$ cat src/rtl/game_flow_ctrl.sv
`timescale 1ns/1ps
// Game flow controller for a frame-clocked shooter.
// Sequences splash, level load, play, hit/clear pauses and game over; tracks level, lives and score.
module game_flow_ctrl #(
   parameter int unsigned NE          = 8,
   parameter int unsigned NUM_LEVELS  = 5,
   parameter int unsigned LIVES       = 3,
   parameter int unsigned POINTS      = 10,
   parameter logic [7:0]  START_KEY   = 8'h28,
   parameter int unsigned CLEAR_DELAY = 120,
   parameter int unsigned HIT_DELAY   = 90
) (
   input  logic          Clk,
   input  logic          Reset,
   input  logic [15:0]   keycode,
   input  logic [NE-1:0] EShipEn,
   input  logic [NE-1:0] EShipKill,
   input  logic          ShipEn,
   output logic          ResetShips,
   output logic          NewGame,
   output logic          SplashScreen,
   output logic          GameOver,
   output logic          Win,
   output logic [2:0]    CurrentLevel,
   output logic [3:0]    LivesLeft,
   output logic [15:0]   Score
);

   localparam int unsigned CNT_W = 16;
   localparam int unsigned SUM_W = 33;

   typedef enum logic [2:0] {
      SPLASH = 3'd0,
      LOAD   = 3'd1,
      PLAY   = 3'd2,
      HIT    = 3'd3,
      CLEAR  = 3'd4,
      OVER   = 3'd5
   } state_t;

   state_t             state;
   state_t             state_nxt;
   logic [CNT_W-1:0]   cnt;
   logic               prev_key;
   logic               key_now;
   logic               start_evt;
   logic               cnt_zero;
   logic               last_level;
   logic               no_enemies;
   logic [31:0]        kill_cnt;
   logic [SUM_W-1:0]   score_sum;
   logic [15:0]        score_nxt;

   // Event decode: start-key edge, pause expiry, kill popcount and saturating score
   always_comb begin
      key_now    = (keycode[7:0] == START_KEY) || (keycode[15:8] == START_KEY);
      start_evt  = key_now && !prev_key;
      cnt_zero   = (cnt == '0);
      last_level = (CurrentLevel == 3'(NUM_LEVELS - 1));
      no_enemies = (EShipEn == '0);
      kill_cnt   = '0;
      for (int i = 0; i < NE; i++) begin
         kill_cnt = kill_cnt + 32'(EShipKill[i]);
      end
      score_sum  = SUM_W'(Score) + SUM_W'(POINTS * kill_cnt);
      score_nxt  = (score_sum > SUM_W'(16'hFFFF)) ? 16'hFFFF : score_sum[15:0];
   end

   // State register
   always_ff @(posedge Clk) begin
      if (Reset) state <= SPLASH;
      else       state <= state_nxt;
   end

   // Next-state logic; a hit outranks a simultaneous wave clear
   always_comb begin
      state_nxt = state;
      case (state)
         SPLASH, OVER: if (start_evt) state_nxt = LOAD;
         LOAD:         state_nxt = PLAY;
         PLAY: begin
            if (!ShipEn)         state_nxt = HIT;
            else if (no_enemies) state_nxt = CLEAR;
         end
         HIT:   if (cnt_zero) state_nxt = (LivesLeft == 4'd0) ? OVER : LOAD;
         CLEAR: if (cnt_zero) state_nxt = last_level ? OVER : LOAD;
         default:             state_nxt = SPLASH;
      endcase
   end

   // Outputs decoded from the registered state
   always_comb begin
      ResetShips   = (state == LOAD) || (state == SPLASH);
      SplashScreen = (state == SPLASH);
      GameOver     = (state == OVER);
   end

   // Game datapath: score, lives, level, pause counter and start-key history
   always_ff @(posedge Clk) begin
      if (Reset) begin
         prev_key     <= 1'b0;
         NewGame      <= 1'b0;
         Win          <= 1'b0;
         CurrentLevel <= 3'd0;
         LivesLeft    <= 4'(LIVES);
         Score        <= 16'd0;
         cnt          <= '0;
      end else begin
         prev_key <= key_now;
         NewGame  <= 1'b0;
         case (state)
            SPLASH, OVER: begin
               if (start_evt) begin
                  NewGame      <= 1'b1;
                  Win          <= 1'b0;
                  CurrentLevel <= 3'd0;
                  LivesLeft    <= 4'(LIVES);
                  Score        <= 16'd0;
               end
            end
            PLAY: begin
               Score <= score_nxt;
               if (!ShipEn) begin
                  LivesLeft <= LivesLeft - 4'd1;
                  cnt       <= CNT_W'(HIT_DELAY - 1);
               end else if (no_enemies) begin
                  cnt <= CNT_W'(CLEAR_DELAY - 1);
               end
            end
            HIT: begin
               if (!cnt_zero) cnt <= cnt - CNT_W'(1);
            end
            CLEAR: begin
               if (!cnt_zero)      cnt          <= cnt - CNT_W'(1);
               else if (last_level) Win         <= 1'b1;
               else                CurrentLevel <= CurrentLevel + 3'd1;
            end
            default: ;
         endcase
      end
   end

endmodule

$ cat config.mk
export PLATFORM = sky130hd
export DESIGN_NAME = game_flow_ctrl
export DESIGN_NICKNAME = d
export VERILOG_FILES = /design/src/rtl/game_flow_ctrl.sv
export SDC_FILE = /design/constraint.sdc
export NUM_CORES = 1
export LEC_CHECK = 0
export CAP_MARGIN = 10
export CORE_AREA = 5 5 85 87
export CTS_BUF_LIST = sky130_fd_sc_hd__clkbuf_4
export DETAILED_ROUTE_END_ITERATION = 7
export DIE_AREA = 0 0 90 92
export GPL_ROUTABILITY_DRIVEN = 0
export PLACE_DENSITY = 0.86
export SLEW_MARGIN = 20
export SYNTH_ARGS = -nofsm -noshare
export SYNTH_HDL_FRONTEND = slang
export SYNTH_SLANG_ARGS = --single-unit
$ cat constraint.sdc
create_clock -name Clk -period 4.95 [get_ports Clk]
set_input_delay 0.495 -clock Clk [delete_from_list [all_inputs] [get_ports Clk]]
set_output_delay 0.495 -clock Clk [all_outputs]
set_load 0.005 [all_outputs]
==> results.tsv, run 1 <==
stage	metric	value	unit
clocking	clock_latency	360	ps
logic_synthesis	synth_cells	362	
routing	drc	0	
cells_and_area	nets	504	
cells_and_area	finalInstanceArea	4000	um2
routing	detail_route.iter0.violations	205	
clocking	clock_sinks	45	
clocking	clockBufferDepth	2	
placement	io_buffers	62	
run	maxCapViolCount	0	
power_and_ir_drop	p_total	0.00197	W
cells_and_area	final_core_util	63.7	%
logic_synthesis	synth_nets	421	
critical_path	start_kind	input port	
floorplanning	io_pins	63	
sta	fin_crit_sh	97.6	%
power_and_ir_drop	power_density	494	nW/um2
placement	dp_hpwl	5.89	mm
sta	finalSetupTns	0	ps
global_routing	track_usage	18.2	%
logic_synthesis	yosys.area.top_type	dfxtp_1	
critical_path	crit_arrival	5070	ps
floorplanning	core	6280	um2
sta	hold_viol_final	0	
logic_synthesis	netlist-cell-type-count	59	
placement	pre_cts_ws	-798	ps
critical_path	crit_fanout	6	
power_and_ir_drop	vdd_drop_max	0.275	mV
routing	firstDrtPassIters	4	
global_routing	grt_pass1_vias	2861	
clocking	htreeDepth	2	
logic_synthesis	syn-cell-area	2940	um2
sta	fin_skew	15.0	ps
power_and_ir_drop	p_leak	1.59	nW
logic_synthesis	ys_seq_area_share	30.6	%
sta	fmax	0.207	GHz
sta	tightestPinTransition	677	ps
routing	via_per_inst	5.73	
sta	min_period	4830	ps
min_path	holdPathStages	2	
global_routing	grt_overflow	0	
cells_and_area	diodes	0	
min_path	hp-class	flop to flop	
routing	wl	7.76	mm
outcome	status	completed	
sta	slew_headroom	54.9	%
logic_synthesis	async_reset_ff_share	0	%
logic_synthesis	synth.top_cell.area_share	30.6	%
cells_and_area	syn_to_final_growth	36.0	%
global_routing	grt_antenna_before_repair	0	
critical_path	reg2reg_depth	8	
critical_path	endpoint_kind	flop	
global_routing	grt_pass1_wl	12.8	mm
sta	setup_viol	0	
logic_synthesis	avgSynthCellArea	8.12	um2
cells_and_area	n_fill_cell	526	
routing	dr_total_vias	2999	
cells_and_area	drive_gt1_share	16.6	%
routing	wl_per_cell	14.8	um
floorplanning	die_h	92	um
logic_synthesis	synth_edf_count	0	
logic_synthesis	synth.ff_latch_count	45	
floorplanning	start_util	46.8	%
sta	slew_viol_final	0	
critical_path	critical_path_class	input port to flop	
logic_synthesis	synth_ff_type	dfxtp_1	
clocking	path_clk_slew	130	ps
clocking	cts_root_buf	clkbuf_4	
routing	detail-route-antenna-nets	0	
logic_synthesis	synth.area.top_cells	dfxtp_1 31%, ha_1 8.1%, nor2_1 5.2%	
sta	layout_setup_ws	119	ps
floorplanning	die_w	90	um
placement	placed_cell_area	3860	um2
global_routing	grt_start_max_net_pins	31	
critical_path	crit_required	5190	ps
clocking	cts_tree	done	
floorplanning	die-area	8280	um2
logic_synthesis	yosys_warnings	0	
clocking	cts_inserted_buffers	5	
clocking	holdBufCountCts	0	
floorplanning	num_rows	29	
==> final cells by class <==
type	instances	area [um2]	share of cell area [%]
multi-input combinational	277	2020	50.6
sequential	45	901	22.5
timing repair buffer	89	817	20.4
inverter	27	109	2.72
tap	77	96.3	2.41
clock buffer	5	37.5	0.939
clock inverter	3	12.5	0.313
==> logic make-up after synthesis <==
group	after synthesis	share of synthesized area, %
and+or+nand+nor	143	26.1
xor gates and xnor gates	21	6.26
buffers and inverters	40	5.57
muxes	3	1.02
adders and majority gates	24	11.5
AOI/OAI and AO/OA	86	18.9
DFF	45	30.6
==> synth_stat cells (all sizes together) (2+ instances only) <==
cell / number
dfxtp: 45
nor2: 42
a21oi: 27
inv: 27
nand2: 27
ha: 19
o21ai: 17
nor3: 15
xnor2: 13
a31oi: 10
nand3: 10
or3: 10
xor2: 8
clkbuf: 7
nor4: 7
buf: 6
a21o: 5
fa: 5
or4: 5
a211oi: 4
nand4: 4
nor4b: 4
a22oi: 3
and3: 3
mux2i: 3
nand2b: 3
nor2b: 3
nor3b: 3
o211ai: 3
or2: 3
o21a: 2
o21bai: 2
o31ai: 2
o41ai: 2
==> repair_timing <==
action                     4_1_cts  5_1_grt
hold endpoints to repair         0        0
resized for setup               16       10
setup buffers                    2        2
setup endpoints to repair       16       12
pin swaps                       15       16
==> sequential cells by signal, indices dropped and copies added (netlist names) <==
signal and count:
CurrentLevel 3, LivesLeft 4, NewGame 1, Score 16
Win 1, cnt 16, prev_key 1, state 3
==> power breakdown <==
group / total (W) / internal (W) / switching [W]
Clock: 0.000169 / 0.0000516 / 0.000118
Sequential: 0.000514 / 0.000431 / 0.0000833
Combinational: 0.00129 / 0.000567 / 0.000724
Total: 0.00197 / 0.00105 / 0.000925
==> final timing paths <==
kind / startpoint / to / slack, ps
worst max register to register: cnt[0]$_SDFFE_PP0P_ / cnt[4]$_SDFFE_PP0P_ / 2360
worst max-delay path: EShipKill[3] / Score[15]$_SDFFE_PP0P_ / 120
worst min-delay path: Score[0]$_SDFFE_PP0P_ / Score[0]$_SDFFE_PP0P_ / 460
worst min register to register: Score[0]$_SDFFE_PP0P_ / Score[0]$_SDFFE_PP0P_ / 460
==> worst max-delay path, stage by stage <==
cell      delay (ps)
buf_6             90
inv_8             30
fa_1             560
fa_1             430
fa_1             510
inv_2             50
ha_4             160
fa_2             580
ha_4             210
ha_4             160
ha_4             150
a21oi_2          110
xor2_1           170
ha_1             310
buf_6            150
a211oi_4         260
o221ai_4         190
buf_6            150
buf_4            120
nand4_1          100
a31oi_1           80
==> through the flow <==
step	hold WS [ps]	std cells
global placement	448	511
global route	498	523
finish	462	523
floorplan	442	362
detailed placement	445	511
CTS	468	521
==> cells in the final DEF, fill, tap and decap left out, types with 3 or more instances in the layout <==
cell type and n:
nor3_1 12, or4_1 3, nand3_1 10, xnor2_1 13
buf_4 25, ha_4 4, nor4_1 5, nor2b_1 3
clkbuf_4 5, inv_1 23, o21ai_0 13, dfxtp_1 45
a22oi_1 3, a21oi_1 25, or2_2 3, nand4_1 4
fa_1 4, buf_2 3, ha_1 14, clkdlybuf4s50_1 58
nor4b_1 4, a21o_1 5, o211ai_1 3, inv_2 3
nor2_1 41, mux2i_1 3, a31oi_1 10, nand2_1 26
xor2_1 6, or3_1 10, buf_6 3
==> metal layers <==
layer / up-vias / GRT usage [%] / share of wire, %
li1: 1463 / - / -
met1: 1418 / 22.7 / 44
met2: 108 / 29.9 / 48
met3: 10 / 4.66 / 6.9
met4: 0 / 7.57 / 1.2
met5: - / 0 / 0
Note: power is estimated with default switching activity, not from simulation.
==> inputs of run 2 (changes only) <==
Settings changed: GPL_TIMING_DRIVEN set to 0.
Clock period 4.95 ns to 4.1 ns, I/O delays scaled along.
==> results.tsv, run 2 (synthesized netlist as in run 1, its figures left out) <==
stage	metric	value	unit	change
outcome	status	complete, but fails checks		
outcome	violations	negative setup slack		
clocking	path_clk_slew	130	ps	about the same
sta	fin_skew	9.43	ps	-5.61 ps
sta	fmax	0.207	GHz	
global_routing	grt_overflow	0		unchanged
run	maxCapViolCount	0		unchanged
routing	wl_per_cell	15.8	um	+6.6%
placement	io_buffers	62		unchanged
cells_and_area	finalNonFillerCells	524		+0.19%
clocking	clock_sinks	45		unchanged
global_routing	grt_pass1_vias	2956		+3.3%
cells_and_area	final_cell_mix	59 x clkdlybuf4s50_1, 45 x dfxtp_1, 40 x nor2_1		
critical_path	cp_slowest_stage_delay	560	ps	-20 ps
sta	hold_viol_final	0		unchanged
power_and_ir_drop	p_int	0.00139	W	+33%
critical_path	critical_path_class	input port to flop		
clocking	clock_latency	360	ps	about the same
floorplanning	die_w	90	um	unchanged
floorplanning	start_util	46.8	%	unchanged
routing	dr_total_vias	3016		+0.57%
power_and_ir_drop	power_frac_clock	10.7	%	+2.1 points
cells_and_area	diodes	0		unchanged
power_and_ir_drop	p_sw	0.00119	W	+29%
power_and_ir_drop	power_density	620	nW/um2	+26%
placement	pre_cts_ws	-1670	ps	-875 ps
sta	layout_setup_ws	-743	ps	-862 ps
floorplanning	core	6280	um2	unchanged
power_and_ir_drop	swShare	46.1	%	-0.76 points
routing	drc	0		unchanged
sta	timing.hold.ws	472	ps	+9.86 ps
cells_and_area	syn_to_final_growth	41.9	%	
power_and_ir_drop	p_leak	1.61	nW	+1.6%
critical_path	crit_arrival	5140	ps	+70 ps
cells_and_area	final_common_cell	clkdlybuf4s50_1		
sta	finalSetupTns	-11120	ps	-11120 ps
power_and_ir_drop	combPwrFrac	66.0	%	+0.6 points
cells_and_area	n_fill_cell	516		-1.9%
floorplanning	num_rows	29		unchanged
cells_and_area	reg.largest.list	Score (16), cnt (16), LivesLeft (4)		
critical_path	crit_fanout	5		-1
floorplanning	die-area	8280	um2	unchanged
power_and_ir_drop	vdd_drop_max	0.415	mV	+51%
routing	wl	8.29	mm	+6.8%
floorplanning	die_h	92	um	unchanged
power_and_ir_drop	p_seq_share	23.3	%	-2.7 points
critical_path	endpoint_kind	flop		
critical_path	cp_top_family	adder cells		
cells_and_area	final_core_util	66.5	%	+2.8 points
placement	dp_hpwl	5.93	mm	+0.68%
critical_path	start_kind	input port		
floorplanning	io_pins	63		unchanged
sta	fin_crit_sh	118	%	
clocking	cts_root_buf	clkbuf_4		
sta	min_period	4840	ps	
critical_path	slowest_stage	fa_2		
routing	detail_route.iter0.violations	170		-17%
clocking	cts_inserted_buffers	5		unchanged
clocking	cts_tree	done		
critical_path	crit_buf_inv	6		unchanged
cells_and_area	drive_gt1_share	18.6	%	+2.0 points
critical_path	crit_required	4400	ps	-790 ps
sta	setup_viol	16		+16
sta	rsz0062_at_grt	yes		
global_routing	grt_antenna_before_repair	0		unchanged
sta	tightestPinTransition	713	ps	+35.7 ps
global_routing	track_usage	19.1	%	+0.86 points
critical_path	path_cells	buf_8 -> inv_8 -> fa_1 -> fa_1 -> fa_1 -> inv_1 -> ha_2 -> fa_2 -> ha_4 -> ha_4 -> ha_4 -> a21oi_4 -> xor2_1 -> ha_1 -> buf_4 -> buf_6 -> buf_6 -> nand2_4 -> a21oi_4 -> o21ai_2 -> or3_1 -> a21oi_2		
clocking	htreeDepth	2		unchanged
clocking	clockBufferDepth	2		unchanged
sta	slew_headroom	52.3	%	-2.6 points
global_routing	grt_start_max_net_pins	14		-55%
min_path	hp-class	flop to flop		
routing	firstDrtPassIters	4		unchanged
placement	dp.cells	501		-2.0%
routing	detail-route-antenna-nets	0		unchanged
sta	slew_viol_final	0		unchanged
global_routing	grt_pass1_wl	13.5	mm	+4.8%
cells_and_area	nets	505		+0.20%
routing	via_per_inst	5.76		+0.37%
[run 2: cell type report]
cell class	instances	area [um2]	area share (%)
buffer	13	83.8	2.01
multi-input combinational	277	2150	51.6
clock inverter	2	33.8	0.810
clock buffer	6	45.0	1.08
inverter	27	109	2.61
tap	77	96.3	2.31
sequential	45	901	21.6
timing repair buffer	77	751	18.0
[run 2: power groups by stage]
stage               registers [W]  clock network, W  logic, W
floorplan                0.000593                 0   0.00120
global placement         0.000605                 0   0.00149
detailed placement       0.000611                 0   0.00154
CTS                      0.000601          0.000282   0.00162
global route             0.000611          0.000302   0.00186
finish                   0.000603          0.000277   0.00171
[run 2: worst reg2reg max path: stages (launching register included)]
cell and delay, ps:
dfxtp_1 370, inv_1 120, ha_1 200, or3b_1 400, or4_1 450, buf_6 170, nor3_4 390, nor3_1 110
xnor2_1 180, a21oi_1 90
[run 2: timing repair]
action | 4_1_cts | 5_1_grt
hold endpoints to repair | 0 | 0
resized for setup | 24 | 19
setup buffers | 9 | 5
endpoints found under the setup margin | 16 | 16
pin swaps | 22 | 8
gates cloned | 1 | 0
hold buffers | 0 | 0
[run 2: stage by stage]
| stage | cell area (um2) | power (W) |
|---|---|---|
| after global placement | 3820 | 0.00210 |
| after detailed placement | 3820 | 0.00215 |
| after floorplan | 3110 | 0.00179 |
| after global routing | 4170 | 0.00277 |
| after CTS | 4050 | 0.00251 |
| final | 4170 | 0.00259 |
[run 2: final timing paths]
path | from | to | slack (ps) | cells past startpoint
worst max-delay path | EShipKill[3] | Score[14]$_SDFFE_PP0P_ | -740 | 22
worst min-delay path | Score[0]$_SDFFE_PP0P_ | Score[0]$_SDFFE_PP0P_ | 470 | 2
worst max register to register | cnt[0]$_SDFFE_PP0P_ | cnt[4]$_SDFFE_PP0P_ | 1480 | 9
worst min register to register | Score[0]$_SDFFE_PP0P_ | Score[0]$_SDFFE_PP0P_ | 470 | 2
[run 2: routing by layer]
layer,routed length [um],vias up,track usage (%)
met4,159,0,6.33
met3,568,18,4.58
met2,4100,118,34.3
met1,3460,1411,22.2
met5,0,-,0
li1,-,1469,-
==> inputs of run 3 (changes only) <==
Settings changed: ABC_CLOCK_PERIOD_IN_PS set to 4100, PLACE_DENSITY 0.86 to unset, PLACE_DENSITY_LB_ADDON set to 0.05.
==> results.tsv, run 3 (synthesized netlist as in run 1, its figures left out) <==
stage	metric	value	unit	change
sta	setup_viol	16		unchanged
global_routing	track_usage	18.9	%	-0.13 points
cells_and_area	drive_gt1_share	17.9	%	-0.71 points
routing	via_per_inst	5.64		-2.0%
floorplanning	core	6280	um2	unchanged
critical_path	reg2reg_depth	9		unchanged
critical_path	endpoint_kind	flop		
sta	rsz0062_at_grt	yes		
global_routing	grt_overflow	0		unchanged
critical_path	crit_required	4400	ps	about the same
min_path	hp-class	flop to flop		
floorplanning	die_w	90	um	unchanged
sta	slew_viol_final	0		unchanged
critical_path	slowest_stage	fa_1		
cells_and_area	final_cell_mix	59 x clkdlybuf4s50_1, 45 x dfxtp_1, 41 x nor2_1		
outcome	status	complete, but fails checks		
power_and_ir_drop	vdd_drop_max	0.733	mV	+77%
routing	drc	0		unchanged
routing	detail_route.iter0.violations	126		-26%
cells_and_area	reg.largest.list	Score (16), cnt (16), LivesLeft (4)		
clocking	path_clk_slew	140	ps	about the same
critical_path	cp_slowest_stage_delay	580	ps	+20 ps
critical_path	r2r_slack	1590	ps	+110 ps
sta	slew_headroom	53.2	%	+0.94 points
sta	fin_skew	13.5	ps	+4.06 ps
critical_path	r2r_end	cnt[4]$_SDFFE_PP0P_		
routing	detail-route-antenna-nets	0		unchanged
clocking	holdBufCountCts	0		unchanged
sta	layout_setup_ws	-779	ps	-36.1 ps
routing	wl	7.89	mm	-4.8%
floorplanning	io_pins	63		unchanged
critical_path	r2r-start	cnt[0]$_SDFFE_PP0P_		
placement	io_buffers	62		unchanged
critical_path	start_kind	input port		
cells_and_area	final_common_cell	clkdlybuf4s50_1		
critical_path	crit_buf_inv	4		-2
critical_path	cp_top_family	adder cells		
critical_path	crit_top_cell	ha_4		
global_routing	grt_pass1_vias	2900		-1.9%
floorplanning	start_util	46.8	%	unchanged
routing	firstDrtPassIters	4		unchanged
sta	min_period	4880	ps	+36.1 ps
min_path	hold_end	Score[0]$_SDFFE_PP0P_		
clocking	cts_inserted_buffers	5		unchanged
placement	dp.cells	501		unchanged
routing	dr_total_vias	2960		-1.9%
placement	dp_hpwl	5.82	mm	-1.9%
min_path	min-delay-start	Score[0]$_SDFFE_PP0P_		
sta	tightestPinTransition	700	ps	-12.9 ps
routing	wl_per_cell	15.0	um	-5.0%
sta	fin_crit_sh	119	%	+0.88 points
global_routing	grt_pass1_wl	13.3	mm	-0.97%
power_and_ir_drop	power_density	608	nW/um2	-1.9%
critical_path	critical_path_class	input port to flop		
cells_and_area	diodes	0		unchanged
cells_and_area	finalNonFillerCells	525		+0.19%
sta	fmax	0.205	GHz	-0.74%
run	maxCapViolCount	0		unchanged
clocking	htreeDepth	2		unchanged
floorplanning	die_h	92	um	unchanged
clocking	clock_latency	370	ps	about the same
critical_path	crit_fanout	4		-1
clocking	clock_sinks	45		unchanged
clocking	clockBufferDepth	2		unchanged
floorplanning	die-area	8280	um2	unchanged
critical_path	crit_arrival	5170	ps	+30 ps
min_path	holdPathStages	2		unchanged
power_and_ir_drop	p_leak	1.59	nW	-1.4%
outcome	violations	negative setup slack		
sta	hold_viol_final	0		unchanged
placement	pre_cts_ws	-1740	ps	-64.4 ps
clocking	cts_tree	done		
critical_path	path_cells	buf_8 -> inv_4 -> fa_1 -> fa_1 -> fa_1 -> inv_2 -> ha_4 -> fa_2 -> ha_4 -> ha_4 -> ha_4 -> a21oi_2 -> xor2_1 -> ha_1 -> and3_4 -> a211oi_4 -> o221ai_2 -> buf_4 -> a31oi_4 -> o21ai_1 -> a31oi_1		
cells_and_area	syn_to_final_growth	40.3	%	
global_routing	grt_start_max_net_pins	15		+1
cells_and_area	nets	506		+0.20%
floorplanning	num_rows	29		unchanged
global_routing	grt_antenna_before_repair	0		unchanged
clocking	cts_root_buf	clkbuf_4		
[run 3: cell count changes in the layout (fill, tap and decap cells not counted), moves of 2 or more]
cell | previous run | this run
o41ai_1 | 0 | 2
a21oi_4 | 2 | 0
buf_4 | 11 | 14
o41ai_2 | 2 | 0
[run 3: worst max-delay path by stage]
stage,from,end,slack (ps),cells after the start
3_3_place_gp,EShipKill[3],Score[9]$_SDFFE_PP0P_,-1630,21
5_1_grt,EShipKill[0],Score[15]$_SDFFE_PP0P_,-910,21
4_1_cts,EShipKill[3],Score[13]$_SDFFE_PP0P_,-730,20
2_1_floorplan,EShipKill[3],Score[9]$_SDFFE_PP0P_,-770,20
3_5_place_dp,EShipKill[3],Score[13]$_SDFFE_PP0P_,-1740,21
6_report,EShipKill[0],Score[15]$_SDFFE_PP0P_,-780,21
[run 3: final cells by class]
class | count | area [um2]
fill | 555 | 2150
multi-input combinational | 277 | 2100
sequential | 45 | 901
timing repair buffer | 78 | 757
inverter | 27 | 111
tap | 77 | 96.3
buffer | 13 | 83.8
clock inverter | 3 | 41.3
clock buffer | 5 | 37.5
[run 3: stage by stage]
stage | utilization, % | power (W) | setup TNS, ps | area [um2] | hold slack (ps)
2_1_floorplan | - | 0.00179 | -8270 | 3110 | 456
3_3_place_gp | 60.9 | 0.00212 | -22770 | 3820 | 448
3_5_place_dp | 60.9 | 0.00215 | -23720 | 3820 | 458
4_1_cts | 64.4 | 0.00248 | -9380 | 4040 | 483
5_1_grt | 65.7 | 0.00270 | -11910 | 4120 | 513
6_report | 65.7 | 0.00251 | -9460 | 4120 | 478
[run 3: power breakdown]
part	switching [W]	internal (W)
sequential	0.0000823	0.000520
combinational	0.000912	0.000712
clock	0.000154	0.000126
total	0.00115	0.00136
[run 3: routing by layer]
metal / vias up / GRT usage, % / routed length, um
li1: 1468 / - / -
met1: 1400 / 23.5 / 3580
met2: 81 / 31.9 / 3680
met3: 11 / 5.73 / 533
met4: 0 / 5.33 / 101
met5: - / 0 / 0
[run 3: tightest hold or removal path: stages (launching register included)]
cell	delay, ps
dfxtp_1	340
inv_1	60
a21oi_2	50
[run 3: repair_timing]
item,CTS,global route
resized for setup,24,11
endpoints found under the setup margin,16,16
gates cloned,0,0
pin swaps,21,18
setup buffers,12,4
